[config.mk]
export PLATFORM = sky130hd
export DESIGN_NAME = prog_feeder_flat
export DESIGN_NICKNAME = d
export VERILOG_FILES = /design/src/rtl/proc_pkg.sv /design/src/rtl/prog_feeder_if.sv /design/src/rtl/prog_ram.sv /design/src/rtl/prog_feeder.sv /design/src/flat_wrapper.sv
export SDC_FILE = /design/constraint.sdc
export NUM_CORES = 1
export LEC_CHECK = 0
export CAP_MARGIN = 20
export CORE_MARGIN = 2
export CORE_UTILIZATION = 50
export DETAILED_ROUTE_END_ITERATION = 10
export PLACE_DENSITY = 0.72
export SLEW_MARGIN = 20
export SYNTH_ARGS = -nofsm -noshare
export SYNTH_HDL_FRONTEND = slang
export SYNTH_SLANG_ARGS = --single-unit
[constraint.sdc]
create_clock -name Clock -period 2.6 [get_ports Clock]
set_clock_uncertainty 0.1 [all_clocks]
set_input_delay 0.39 -clock Clock [delete_from_list [all_inputs] [get_ports Clock]]
set_output_delay 0.39 -clock Clock [all_outputs]
set_load 0.01 [all_outputs]
[src/rtl/proc_pkg.sv]
`default_nettype none
// +----------------------------------------------------------------------+
// | proc_pkg : shared constants for the 9-bit processor and its feeder   |
// | Rev 1.0                                                              |
// +----------------------------------------------------------------------+
package proc_pkg;

  localparam int n = 9;

  localparam logic [2:0] mv   = 3'b000;
  localparam logic [2:0] mvi  = 3'b001;
  localparam logic [2:0] add  = 3'b010;
  localparam logic [2:0] sub  = 3'b011;
  localparam logic [2:0] halt = 3'b111;

  localparam logic [2:0] c_ST_IDLE  = 3'd0;
  localparam logic [2:0] c_ST_FETCH = 3'd1;
  localparam logic [2:0] c_ST_ISSUE = 3'd2;
  localparam logic [2:0] c_ST_IMM   = 3'd3;
  localparam logic [2:0] c_ST_WAIT  = 3'd4;
  localparam logic [2:0] c_ST_HALT  = 3'd5;

  function automatic logic [2:0] opcode(input logic [n-1:0] word);
    return word[n-1 -: 3];
  endfunction

endpackage
`default_nettype wire

[src/rtl/prog_feeder_if.sv]
`default_nettype none
// +----------------------------------------------------------------------+
// | prog_feeder_if : program load, processor handshake and status bundle |
// | Rev 1.0                                                              |
// +----------------------------------------------------------------------+
interface prog_feeder_if
  import proc_pkg::*;
#(
  parameter int AW = 5
);

  logic          Go;
  logic          WrEn;
  logic [AW-1:0] WrAddr;
  logic [n-1:0]  WrData;
  logic          Done;
  logic [n-1:0]  DIN;
  logic          Run;
  logic [AW-1:0] PC;
  logic          Halted;
  logic [7:0]    InstrCount;

  modport master (
    input  Go, WrEn, WrAddr, WrData, Done,
    output DIN, Run, PC, Halted, InstrCount
  );

  modport slave (
    output Go, WrEn, WrAddr, WrData, Done,
    input  DIN, Run, PC, Halted, InstrCount
  );

endinterface
`default_nettype wire

[src/rtl/prog_ram.sv]
`default_nettype none
// +----------------------------------------------------------------------+
// | prog_ram : program store, one write port, registered read, no reset  |
// | Rev 1.0                                                              |
// +----------------------------------------------------------------------+
module prog_ram
  import proc_pkg::*;
#(
  parameter int AW = 5,
  parameter int W  = n
) (
  input  logic          Clock,
  input  logic          i_we,
  input  logic [AW-1:0] i_waddr,
  input  logic [W-1:0]  i_wdata,
  input  logic [AW-1:0] i_raddr,
  output logic [W-1:0]  o_rdata
);

  logic [W-1:0] r_mem [0:(2**AW)-1];

  always_ff @(posedge Clock) begin
    if (i_we) begin
      r_mem[i_waddr] <= i_wdata;
    end
    o_rdata <= r_mem[i_raddr];
  end

endmodule
`default_nettype wire

[src/rtl/prog_feeder.sv]
`default_nettype none
// +----------------------------------------------------------------------+
// | prog_feeder : fetches program words and issues them to the processor |
// | Rev 1.0                                                              |
// +----------------------------------------------------------------------+
module prog_feeder
  import proc_pkg::*;
#(
  parameter int AW = 5
) (
  input  logic Clock,
  input  logic Reset,
  prog_feeder_if.master bus
);

  logic [2:0]    r_state;
  logic [AW-1:0] r_pc;
  logic [7:0]    r_count;
  logic          r_mvi;
  logic [n-1:0]  r_imm;

  logic [n-1:0]  w_rdata;
  logic [2:0]    w_op;
  logic [AW-1:0] w_raddr;
  logic          w_we;

  assign w_op    = opcode(w_rdata);
  // In ISSUE the RAM is pointed at the mvi immediate; wraps past the top word.
  assign w_raddr = (r_state == c_ST_ISSUE) ? r_pc + AW'(1) : r_pc;
  assign w_we    = bus.WrEn && ((r_state == c_ST_IDLE) || (r_state == c_ST_HALT));

  prog_ram #(.AW(AW), .W(n)) u_ram (
    .Clock   (Clock),
    .i_we    (w_we),
    .i_waddr (bus.WrAddr),
    .i_wdata (bus.WrData),
    .i_raddr (w_raddr),
    .o_rdata (w_rdata)
  );

  always_ff @(posedge Clock) begin
    if (Reset) begin
      r_state <= c_ST_IDLE;
      r_pc    <= '0;
      r_count <= '0;
      r_mvi   <= 1'b0;
      r_imm   <= '0;
    end else begin
      case (r_state)
        c_ST_IDLE, c_ST_HALT: begin
          if (bus.Go) begin
            r_pc    <= '0;
            r_count <= '0;
            r_state <= c_ST_FETCH;
          end
        end
        c_ST_FETCH: r_state <= c_ST_ISSUE;
        c_ST_ISSUE: begin
          if (w_op == halt) begin
            r_state <= c_ST_HALT;
          end else begin
            if (r_count != 8'hFF) r_count <= r_count + 8'd1;
            r_mvi   <= (w_op == mvi);
            r_state <= (w_op == mvi) ? c_ST_IMM : c_ST_WAIT;
          end
        end
        c_ST_IMM: begin
          r_imm <= w_rdata;
          if (bus.Done) begin
            r_pc    <= r_pc + AW'(2);
            r_state <= c_ST_FETCH;
          end else begin
            r_state <= c_ST_WAIT;
          end
        end
        c_ST_WAIT: begin
          if (bus.Done) begin
            r_pc    <= r_pc + (r_mvi ? AW'(2) : AW'(1));
            r_state <= c_ST_FETCH;
          end
        end
        default: r_state <= c_ST_IDLE;
      endcase
    end
  end

  always_comb begin
    bus.DIN = '0;
    bus.Run = 1'b0;
    case (r_state)
      c_ST_ISSUE: begin
        bus.DIN = w_rdata;
        bus.Run = (w_op != halt);
      end
      c_ST_IMM:  bus.DIN = w_rdata;
      c_ST_WAIT: bus.DIN = r_mvi ? r_imm : '0;
      default:   bus.DIN = '0;
    endcase
  end

  assign bus.PC         = r_pc;
  assign bus.Halted     = (r_state == c_ST_HALT);
  assign bus.InstrCount = r_count;

endmodule
`default_nettype wire

[src/flat_wrapper.sv]
// flat-port wrapper written by rule: the top's interface ports become plain ports
module prog_feeder_flat import proc_pkg::*;
#(
  parameter int AW = 5
)
  (Clock, Reset, bus_Go, bus_WrEn, bus_WrAddr, bus_WrData, bus_Done, bus_DIN, bus_Run, bus_PC, bus_Halted, bus_InstrCount);
  prog_feeder_if #(.AW(AW)) bus_i ();
  input  logic Clock;
  input  logic Reset;
  input wire logic [$bits(bus_i.Go)-1:0] bus_Go;
  input wire logic [$bits(bus_i.WrEn)-1:0] bus_WrEn;
  input wire logic [$bits(bus_i.WrAddr)-1:0] bus_WrAddr;
  input wire logic [$bits(bus_i.WrData)-1:0] bus_WrData;
  input wire logic [$bits(bus_i.Done)-1:0] bus_Done;
  output wire logic [$bits(bus_i.DIN)-1:0] bus_DIN;
  output wire logic [$bits(bus_i.Run)-1:0] bus_Run;
  output wire logic [$bits(bus_i.PC)-1:0] bus_PC;
  output wire logic [$bits(bus_i.Halted)-1:0] bus_Halted;
  output wire logic [$bits(bus_i.InstrCount)-1:0] bus_InstrCount;
  assign bus_i.Go = bus_Go;
  assign bus_i.WrEn = bus_WrEn;
  assign bus_i.WrAddr = bus_WrAddr;
  assign bus_i.WrData = bus_WrData;
  assign bus_i.Done = bus_Done;
  assign bus_DIN = bus_i.DIN;
  assign bus_Run = bus_i.Run;
  assign bus_PC = bus_i.PC;
  assign bus_Halted = bus_i.Halted;
  assign bus_InstrCount = bus_i.InstrCount;
  prog_feeder #(.AW(AW)) u_core (.Clock(Clock), .Reset(Reset), .bus(bus_i));
endmodule
# Word level (Yosys, flattened, before mapping)
# Memories as Yosys holds them, arrays and structs flattened. A register that Yosys moved wholly into a read port is not among the register bits.
# Cells that the tools add are included.
dict set report totals {
  ff_bits 26
  ram_bits 288
  in_bits 19
  output_inout_bits 24
  elab_cells 57
  memories 1
}
# memory words word_bits read_ports rd_ports_with_merged_regs write_ports line_no
set memory_table {}
lappend memory_table {u_core.u_ram.r_mem 32 9 1 1 1 prog_ram.sv:20} ;# logic [W-1:0] r_mem [0:(2**AW)-1];
dict set report op_classes {
  add_sub_neg 4
  eq_ne 14
  muxes 21
  n_bitwise 1
  n_reduce_logical 11
}
# operator count
set ops {}
lappend ops {{$mux 8} 3}
lappend ops {{$mux 5} 4}
lappend ops {{$pmux 9 s2} 1}
lappend ops {{$pmux 8 s2} 1}
lappend ops {{$mux 3} 5}
lappend ops {{$pmux 3 s5} 1}
lappend ops {{$pmux 5 s3} 1}
lappend ops {{$ne 2x2->1 const B} 5}
lappend ops {{$eq 3x3->1 const B} 3}
lappend ops {{$mux 9} 1}
lappend ops {{$add 8x1->8 const B} 1}
lappend ops {{$ne 8x8->1 const B} 1}
lappend ops {{$reduce_and 4->1} 2}
lappend ops {{$eq 3x1->1 const B} 2}
lappend ops {{$eq 3x2->1 const B} 2}
lappend ops {{$add 5x1->5 const B} 1}
lappend ops {{$add 5x2->5 const B} 1}
lappend ops {{$add 5x5->5} 1}
lappend ops {{$reduce_and 2->1} 2}
lappend ops {{$reduce_or 2->1} 2}
lappend ops {{$logic_not 3->1} 1}
lappend ops {{$mux 1} 3}
lappend ops {{$ne 3x3->1 const B} 1}
lappend ops {{$reduce_bool 3->1} 1}
lappend ops {{other kinds (5)} 5}

# Depth between registers and ports, before layout
# Gate-level depths: netlist (run 1).
dict set report depth {
  word_depth 5
  mapped_depth 10
  mapped_depth_nobuf 8
}

# Hierarchy
# Synthesis (run 1) repeated with hierarchy kept, for this count alone.
dict set report hier_totals {
  hier_cells 663
  hier_area_um2 12929.9
}
# mod instances cells_each area_per_inst_um2 seq_area_each_um2
set modules_own_cells {}
lappend modules_own_cells {prog_ram 1 463 11282.1 8828.5}
lappend modules_own_cells {prog_feeder 1 200 1647.8 520.5}

# Worst setup path before layout (run 1)
# Ideal clock, no wire load.
dict set report synth_timing {
  path_kind {flip-flop to flip-flop}
  from {register u_core.r_pc[1], in the netlist u_core.bus.PC[1]}
  to {register u_core.u_ram.o_rdata[1], read port of u_core.u_ram.r_mem}
  arrival_ns 2.062
  required_ns 2.412
  setup_slack_ns 0.350
  stages_incl_launch_ff 10
  path_buffers 2
  period_less_slack_ns 2.250
  path_cell_list {dfxtp_1 ha_1 and4bb_1 buf_6 mux2i_4 buf_2 nand3_1 nand4_1 o22ai_1 nor4_2}
}
dict set report synth_between {
  elab_chain_len 2
}
# item line_no
set synth_rtl {}
lappend synth_rtl {{start: declaration} prog_feeder.sv:17} ;# logic [AW-1:0] r_pc;
lappend synth_rtl {{start signal: assignment} prog_feeder.sv:70} ;# r_pc <= r_pc + AW'(2);
lappend synth_rtl {{start signal: assignment} prog_feeder.sv:78} ;# r_pc <= r_pc + (r_mvi ? AW'(2) : AW'(1));
lappend synth_rtl {{$add 5x1->5} prog_feeder.sv:29} ;# assign w_raddr = (r_state == c_ST_ISSUE) ? r_pc + AW'(1) : r_pc;
lappend synth_rtl {{$mux 5 (*)} prog_feeder.sv:29}
lappend synth_rtl {{end: declaration} prog_ram.sv:17} ;# output logic [W-1:0] o_rdata
# Mark *: on every way between the ends. The rest lies on a longest branch, timed or not.
# A chain may end at the register's enable or synchronous reset.

# Worst setup path in the final report (run 1)
dict set report layout_timing {
  from {register u_core.r_pc[1], in the netlist u_core.bus.PC[1]}
  to {output bus_PC[1]}
}
# item line_no
set layout_lines {}
lappend layout_lines {{end: declaration} flat_wrapper.sv:17} ;# output wire logic [$bits(bus_i.PC)-1:0] bus_PC;
# No word-level cell between the ends.

==> results.md, run 1 <==
- Antenna viol nets, final: 0
- H-tree Lvls: 2
- Nets: about 1300
- Top cell type by total area after synthesis: edfxtp_1
- Final hold violation count: 0
- Fill count: 2240
- RD Place Congestion: roughly 0.89
- Cell count after synthesis: 1198
- Drt wl/cell: roughly 22 um
- Synthesis-to-finish area growth: 18.39%
- Mapped Area: 14710 um^2
- Slowest stage delay, CP: 650 ps
- Ports: 43
- Worst slack, placed: -71.56 ps
- Share of post-route cells with drive strength above 1: 0.1489
- Pwr dens: between 600 and 700 nW/um^2
- Worst-path maximum fanout: 81
- Async set-reset flop share out of synthesis: 0
- Avg Synthesized Cell Area: 12.28 um^2
- Post-synth EDFFs: 288
- Worst slew margin: 0.5438
- Vias per cell: between 5 and 6
- Chip height: 175.5 um
- Max IR drop VDD: 0.5308 mV
- Worst EP arrival: 2080 ps
- CTS tree: yes
- Dpl hpwl: 22810 um
- Hold_ws: 355.8 ps
- Crit-path slowest cell: clkdlybuf4s50_1
- Worst hold path class: reg -> reg
- Buffers & Inverters on Critical Path: 2
- Ys flop type: edfxtp_1
- Initial DRT Pass Iterations: 5
- Syn_nets: around 1200
- Antenna cells: 0
- Routed Wire Length: 37270 um
- Maximum clock frequency: 388.5 MHz
- Core area: 28860 um^2
- Max Root-Sink Buffers: 3
- Die area: 30810 um^2
- CTS Buf Count: 35
- GR Overflow Total: 0
- DR iter-0 viols: about 1200
- Worst-Skew Late Latency: 520 ps
- Port buffer count: 42
- Startpoint Class: register
- Top cells by count, synth: edfxtp_1, nand2_1, mux2i_1
- Final number of setup-violating endpoints: 0
- Row count: 62
- Total Routing Usage GR: 0.2379
- Count leader, synth: edfxtp_1
- Root Buffer: clkbuf_16
- Post-synth top area share: 0.5879
- # Max-Cap Violations: 0
- Final Max Tran Viols: 0
- Largest net degree at the start of global routing: 82
- Cell family with most CP delay: buffers and inverters
- DRC: 0
- Initial antenna violation count: 0
- Num Clock Sinks: 323
- Critical Path End Type: output pin
- Via count: 10240
- Final period utilization: 0.9901
- Fin worst setup slack: between 20 and 30 ps
- Tmin final: ~2600 ps
- Distinct cells, synth: 55
- Worst-Margin Slew: ~700 ps
- Synth warnings: 0
- Cells along the critical path: buf_12 -> clkdlybuf4s50_1
- First-pass GRT wire length: 56400 um
- Horiz. Die Dim: 175.5 um
- Top post-synthesis cells by area: edfxtp_1, mux2i_1, nand2_1, dfxtp_1, nand3_1
- Number of global-route vias before repair: around 9700
- Result of the run: finished clean
- Crit Path Category: reg -> out
- Seq/Total Area, Yosys: 0.6355
- Number of synthesized register bits: 323
- Clk slew on worst S/H paths: 60 ps
- Worst EP required: 2110 ps
- LEAKAGE: 5.921 nW
- Initial Utilization: 0.5098
## placed cells by master (no fill, tap or decap), types with 4 or more instances in the layout
cell	netlist	final
clkinv_2	0	6
nor4_2	8	9
nand4_1	38	38
clkdlybuf4s50_1	0	32
clkbuf_16	0	38
a21oi_1	47	47
edfxtp_1	288	288
buf_6	5	5
o22ai_1	19	19
mux2i_1	146	145
a22oi_1	4	4
xnor2_1	5	5
nor3_1	6	6
o21ai_0	11	11
buf_12	0	12
nand3_1	82	82
dfxtp_4	0	4
dfxtp_1	35	30
bufinv_16	0	4
nand2_1	275	275
clkinv_1	0	4
mux4_2	8	8
a22o_1	9	9
clkbuf_1	30	7
or3_1	9	9
nor2_1	62	60
ha_1	5	4
buf_4	6	73
dlygate4sd2_1	0	5
nand3b_1	4	4
a32oi_1	19	17
## where the power goes
part	internal (W)	switching, W
combinational	0.000455	0.000678
clock	0.00289	0.00200
sequential	0.00570	0.0000490
total	0.00905	0.00272
## area by class of cell
cell class,instances,area [um^2],share of cell area
clock inverters,21,222.7,0.01279
inverters,4,15.01,0.0008621
well taps,384,480.5,0.02759
multi-input cells,797,5070,0.2911
clock buffers,42,902.1,0.05180
repair buffers,136,1360,0.07809
flip-flops and latches,323,9365,0.5378
## final timing paths
check | cells after the start | start | end | slack [ps]
max | 2 | u_core.bus.PC[1]$_SDFFE_PP0P_ | bus_PC[1] | 30
min | 2 | u_core.r_imm[4]$_SDFFE_PP0N_ | u_core.r_imm[4]$_SDFFE_PP0N_ | 360
max reg2reg | 7 | u_core.r_state[0]$_SDFFE_PP0P_ | u_core.u_ram.r_mem[16][5]$_DFFE_PP_ | 110
min reg2reg | 2 | u_core.r_imm[4]$_SDFFE_PP0N_ | u_core.r_imm[4]$_SDFFE_PP0N_ | 360
## per-stage QoR
step                      utilization  instance area [um^2]  TNS (ps)  total power [W]  std cells
final                          0.6035                 17420         0          0.01178       1707
after global routing           0.6035                 17420    -7.728          0.01210       1707
after CTS                      0.5982                 17260         0          0.01179       1699
after detailed placement       0.5574                 16080    -71.56         0.006955       1634
after global placement         0.5574                 16080         0         0.006935       1634
after floorplan                     -                 14710         0         0.006522       1198
## logic make-up (layout without fill, tap and decap cells)
group / Yosys count / count (layout) / synth area share
and+or+nand+nor: 505 / 505 / 0.1558
adders and majority gates: 6 / 6 / 0.005614
buffers and inverters: 78 / 203 / 0.02620
DFF: 323 / 323 / 0.6355
AOI/OAI and AO/OA: 118 / 118 / 0.05163
muxes: 158 / 158 / 0.1170
xor gates and xnor gates: 10 / 10 / 0.008251
## worst register-to-register path, stage by stage, from the launching register on
cell and delay (ps):
dfxtp_4 360, buf_6 150, xor2_1 160, nor2_2 290, nand2_1 120, or3_1 540, nor2_1 230, buf_4 240
## state kept, by name (all words and copies together) (netlist names)
| name | cells |
|---|---|
| u_core.bus.PC | 5 |
| u_core.bus.InstrCount | 8 |
| u_core.r_imm | 9 |
| u_core.u_ram.r_mem | 288 |
| u_core.u_ram.o_rdata | 9 |
| u_core.r_state | 3 |
| u_core.r_mvi | 1 |
## metal layers
metal	GRT usage	part of all wire	vias up
met2	0.3916	0.48	454
met5	0	0	-
met3	0.03636	0.080	82
met1	0.3254	0.41	5054
li1	-	-	4648
met4	0.08092	0.033	0
## timing repair
item	4_1_cts	5_1_grt
hold buffers	0	0
setup buffers	1	6
setup endpoints to repair	20	118
gates cloned	1	3
pin swaps	2	5
resized for setup	33	11
(Power assumes the default switching activity.)
==> run 2: changes to the inputs <==
Settings changed: RECOVER_POWER set to 100.
==> results.md, run 2 (synthesis gave the netlist of run 1 again) <==
- Failing checks: max-capacitance violations, max-slew violations
- Worst EP arrival: 2070 ps (about the same)
- Worst slew margin: -0.2570 (-0.8008)
- Final number of setup-violating endpoints: 0 (unchanged)
- Final hold violation count: 0 (unchanged)
- Startpoint Class: register
- H-tree Lvls: 2 (unchanged)
- # Max-Cap Violations: 9 (+9)
- DR iter-0 viols: 1159 (-5.9%)
- R2r setup slk: 110 ps (about the same)
- Worst-Margin Slew: 1885 ps (+1201 ps)
- Row count: 62 (unchanged)
- Number of global-route vias before repair: 9684 (unchanged)
- Tmin final: 2557 ps (-16.78 ps)
- Routed Wire Length: 37240 um (-0.10%)
- Cell-internal power: 0.009045 W (about the same)
- Nets: 1322 (unchanged)
- Antenna viol nets, final: 0 (unchanged)
- Chip height: 175.5 um (unchanged)
- Fin area: 17310 um^2 (-0.62%)
- Critical Path End Type: output pin
- RD Place Congestion: 0.8889 (unchanged)
- Post-DP Area: 16080 um^2 (unchanged)
- Max reg flops: 288 (unchanged)
- Most frequent cells in the layout: edfxtp_1, nand2_1, mux2i_1
- CTS tree: yes
- Initial antenna violation count: 0 (unchanged)
- Cells along the critical path: buf_12 -> clkdlybuf4s50_1
- Core area: 28860 um^2 (unchanged)
- Total Routing Usage GR: 0.2379 (unchanged)
- Biggest register: u_core.u_ram.r_mem
- Die area: 30810 um^2 (unchanged)
- Pwr dens: 679.3 nW/um^2 (+0.46%)
- Root Buffer: clkbuf_16
- P_sw: 0.002713 W (-0.38%)
- Share of post-route cells with drive strength above 1: 0.1368 (-0.01209)
- Comb pwr share: 0.095 (about the same)
- Worst slack, placed: -71.56 ps (unchanged)
- Drt wl/cell: 21.81 um (-0.10%)
- First-pass GRT wire length: 56400 um (unchanged)
- Synthesis-to-finish area growth: 17.66%
- DRC: 0 (unchanged)
- Crit Path Category: reg -> out
- Worst EP required: 2110 ps (about the same)
- Vias per cell: 6.004 (about the same)
- Sequential share of power: 0.490 (about the same)
- Horiz. Die Dim: 175.5 um (unchanged)
- Cts hold-fix bufs: 0 (unchanged)
- GR Overflow Total: 0 (unchanged)
- Fin worst setup slack: 42.65 ps (+16.78 ps)
- Final period utilization: 0.9836 (-0.006454)
- Final Max Tran Viols: 297 (+297)
- Sum of negative setup slack: 0 ps (unchanged)
- Ports: 43 (unchanged)
- Port buffer count: 42 (unchanged)
- Clk slew on worst S/H paths: 60 ps (about the same)
- Largest net degree at the start of global routing: 82 (unchanged)
- Top Registers: u_core.u_ram.r_mem x288, u_core.r_imm x9, u_core.u_ram.o_rdata x9
- Core Util, Final: 0.5998 (-0.003729)
- Via count: 10250 (+0.098%)
- Max IR drop VDD: 0.5301 mV (-0.13%)
- Max Root-Sink Buffers: 3 (unchanged)
- LEAKAGE: 5.890 nW (-0.51%)
- Antenna cells: 0 (unchanged)
- Slowest stage delay, CP: 650 ps (about the same)
- Net Sw Frac: 0.2307 (-0.0004945)
- Maximum clock frequency: 391.0 MHz (+0.66%)
- Cell family with most CP delay: buffers and inverters
- Clock Power Share: 0.415 (about the same)
- CTS Buf Count: 35 (unchanged)
- Dpl hpwl: 22810 um (unchanged)
- Initial Utilization: 0.5098 (unchanged)
- Hold_ws: 355.2 ps (-0.5860 ps)
- Fill count: 2250 (+0.45%)
- Commonest non-fill, non-tap cell in the layout: edfxtp_1
- Worst-path maximum fanout: 81 (unchanged)
- Result of the run: finished, violations left
- Num Clock Sinks: 323 (unchanged)
- Worst-Skew Late Latency: 520 ps (about the same)
- Buffers & Inverters on Critical Path: 2 (unchanged)
- Worst hold path class: reg -> reg
- Initial DRT Pass Iterations: 5 (unchanged)
- Crit-path slowest cell: clkdlybuf4s50_1
==> run 2: changes by cell type in the layout (fill, tap and decap cells not counted), moves of 13 or more <==
cell,before,now
buf_4,73,45
clkdlybuf4s50_1,32,11
clkbuf_1,7,22
clkbuf_2,0,13
dlygate4sd3_1,0,21
==> run 2: final cells by class <==
type / instances / area [um^2] / area share
Tap cell: 384 / 480.5 / 0.02776
Clock buffer: 42 / 902.1 / 0.05212
Sequential cell: 323 / 9365 / 0.5411
Multi-Input combinational cell: 797 / 5064 / 0.2926
Inverter: 4 / 15.01 / 0.0008675
Timing Repair Buffer: 136 / 1259 / 0.07273
Clock inverter: 21 / 222.7 / 0.01287
==> run 2: worst paths after layout <==
check / startpoint / endpoint / depth (start not counted)
worst min-delay path: u_core.r_imm[1]$_SDFFE_PP0N_ / u_core.r_imm[1]$_SDFFE_PP0N_ / 2
worst max register to register: u_core.r_state[0]$_SDFFE_PP0P_ / u_core.u_ram.r_mem[31][0]$_DFFE_PP_ / 7
worst max-delay path: u_core.bus.PC[1]$_SDFFE_PP0P_ / bus_PC[1] / 2
worst min register to register: u_core.r_imm[1]$_SDFFE_PP0N_ / u_core.r_imm[1]$_SDFFE_PP0N_ / 2
==> run 2: what timing repair did <==
item,4_1_cts,5_1_grt
pin swaps,2,5
setup endpoints to repair,20,118
buffers inserted,1,6
resized for setup,33,11
cloned,1,3
==> run 2: power by group through the flow <==
stage / Combinational, W / Sequential, W / Clock [W]
finish: 0.00112 / 0.00576 / 0.00488
global route: 0.00120 / 0.00576 / 0.00513
detailed placement: 0.00109 / 0.00586 / 0
global placement: 0.00108 / 0.00586 / 0
CTS: 0.00110 / 0.00575 / 0.00494
floorplan: 0.000678 / 0.00584 / 0
==> run 2: tightest hold or removal path: stages (launching register included) <==
cell	delay [ps]
dfxtp_1	310
nand2_1	50
a21oi_1	50
==> run 2: routing by layer <==
metal	global-route usage	wire, um	up-vias
met5	0	0	-
met4	0.08092	1343	0
met3	0.03636	2978	89
met2	0.3916	17690	444
met1	0.3254	15230	5066
li1	-	-	4649
==> run 2: stage by stage <==
stage | total power [W] | cells
floorplan | 0.006522 | 1198
global placement | 0.006935 | 1634
detailed placement | 0.006955 | 1634
CTS | 0.01179 | 1699
global route | 0.01209 | 1707
finish | 0.01176 | 1707
==> run 3: changes to the inputs <==
Settings changed: ABC_AREA set to 0.
==> results of run 3 <==
No change in the layout: final DEF, timing and power equal those of run 2.
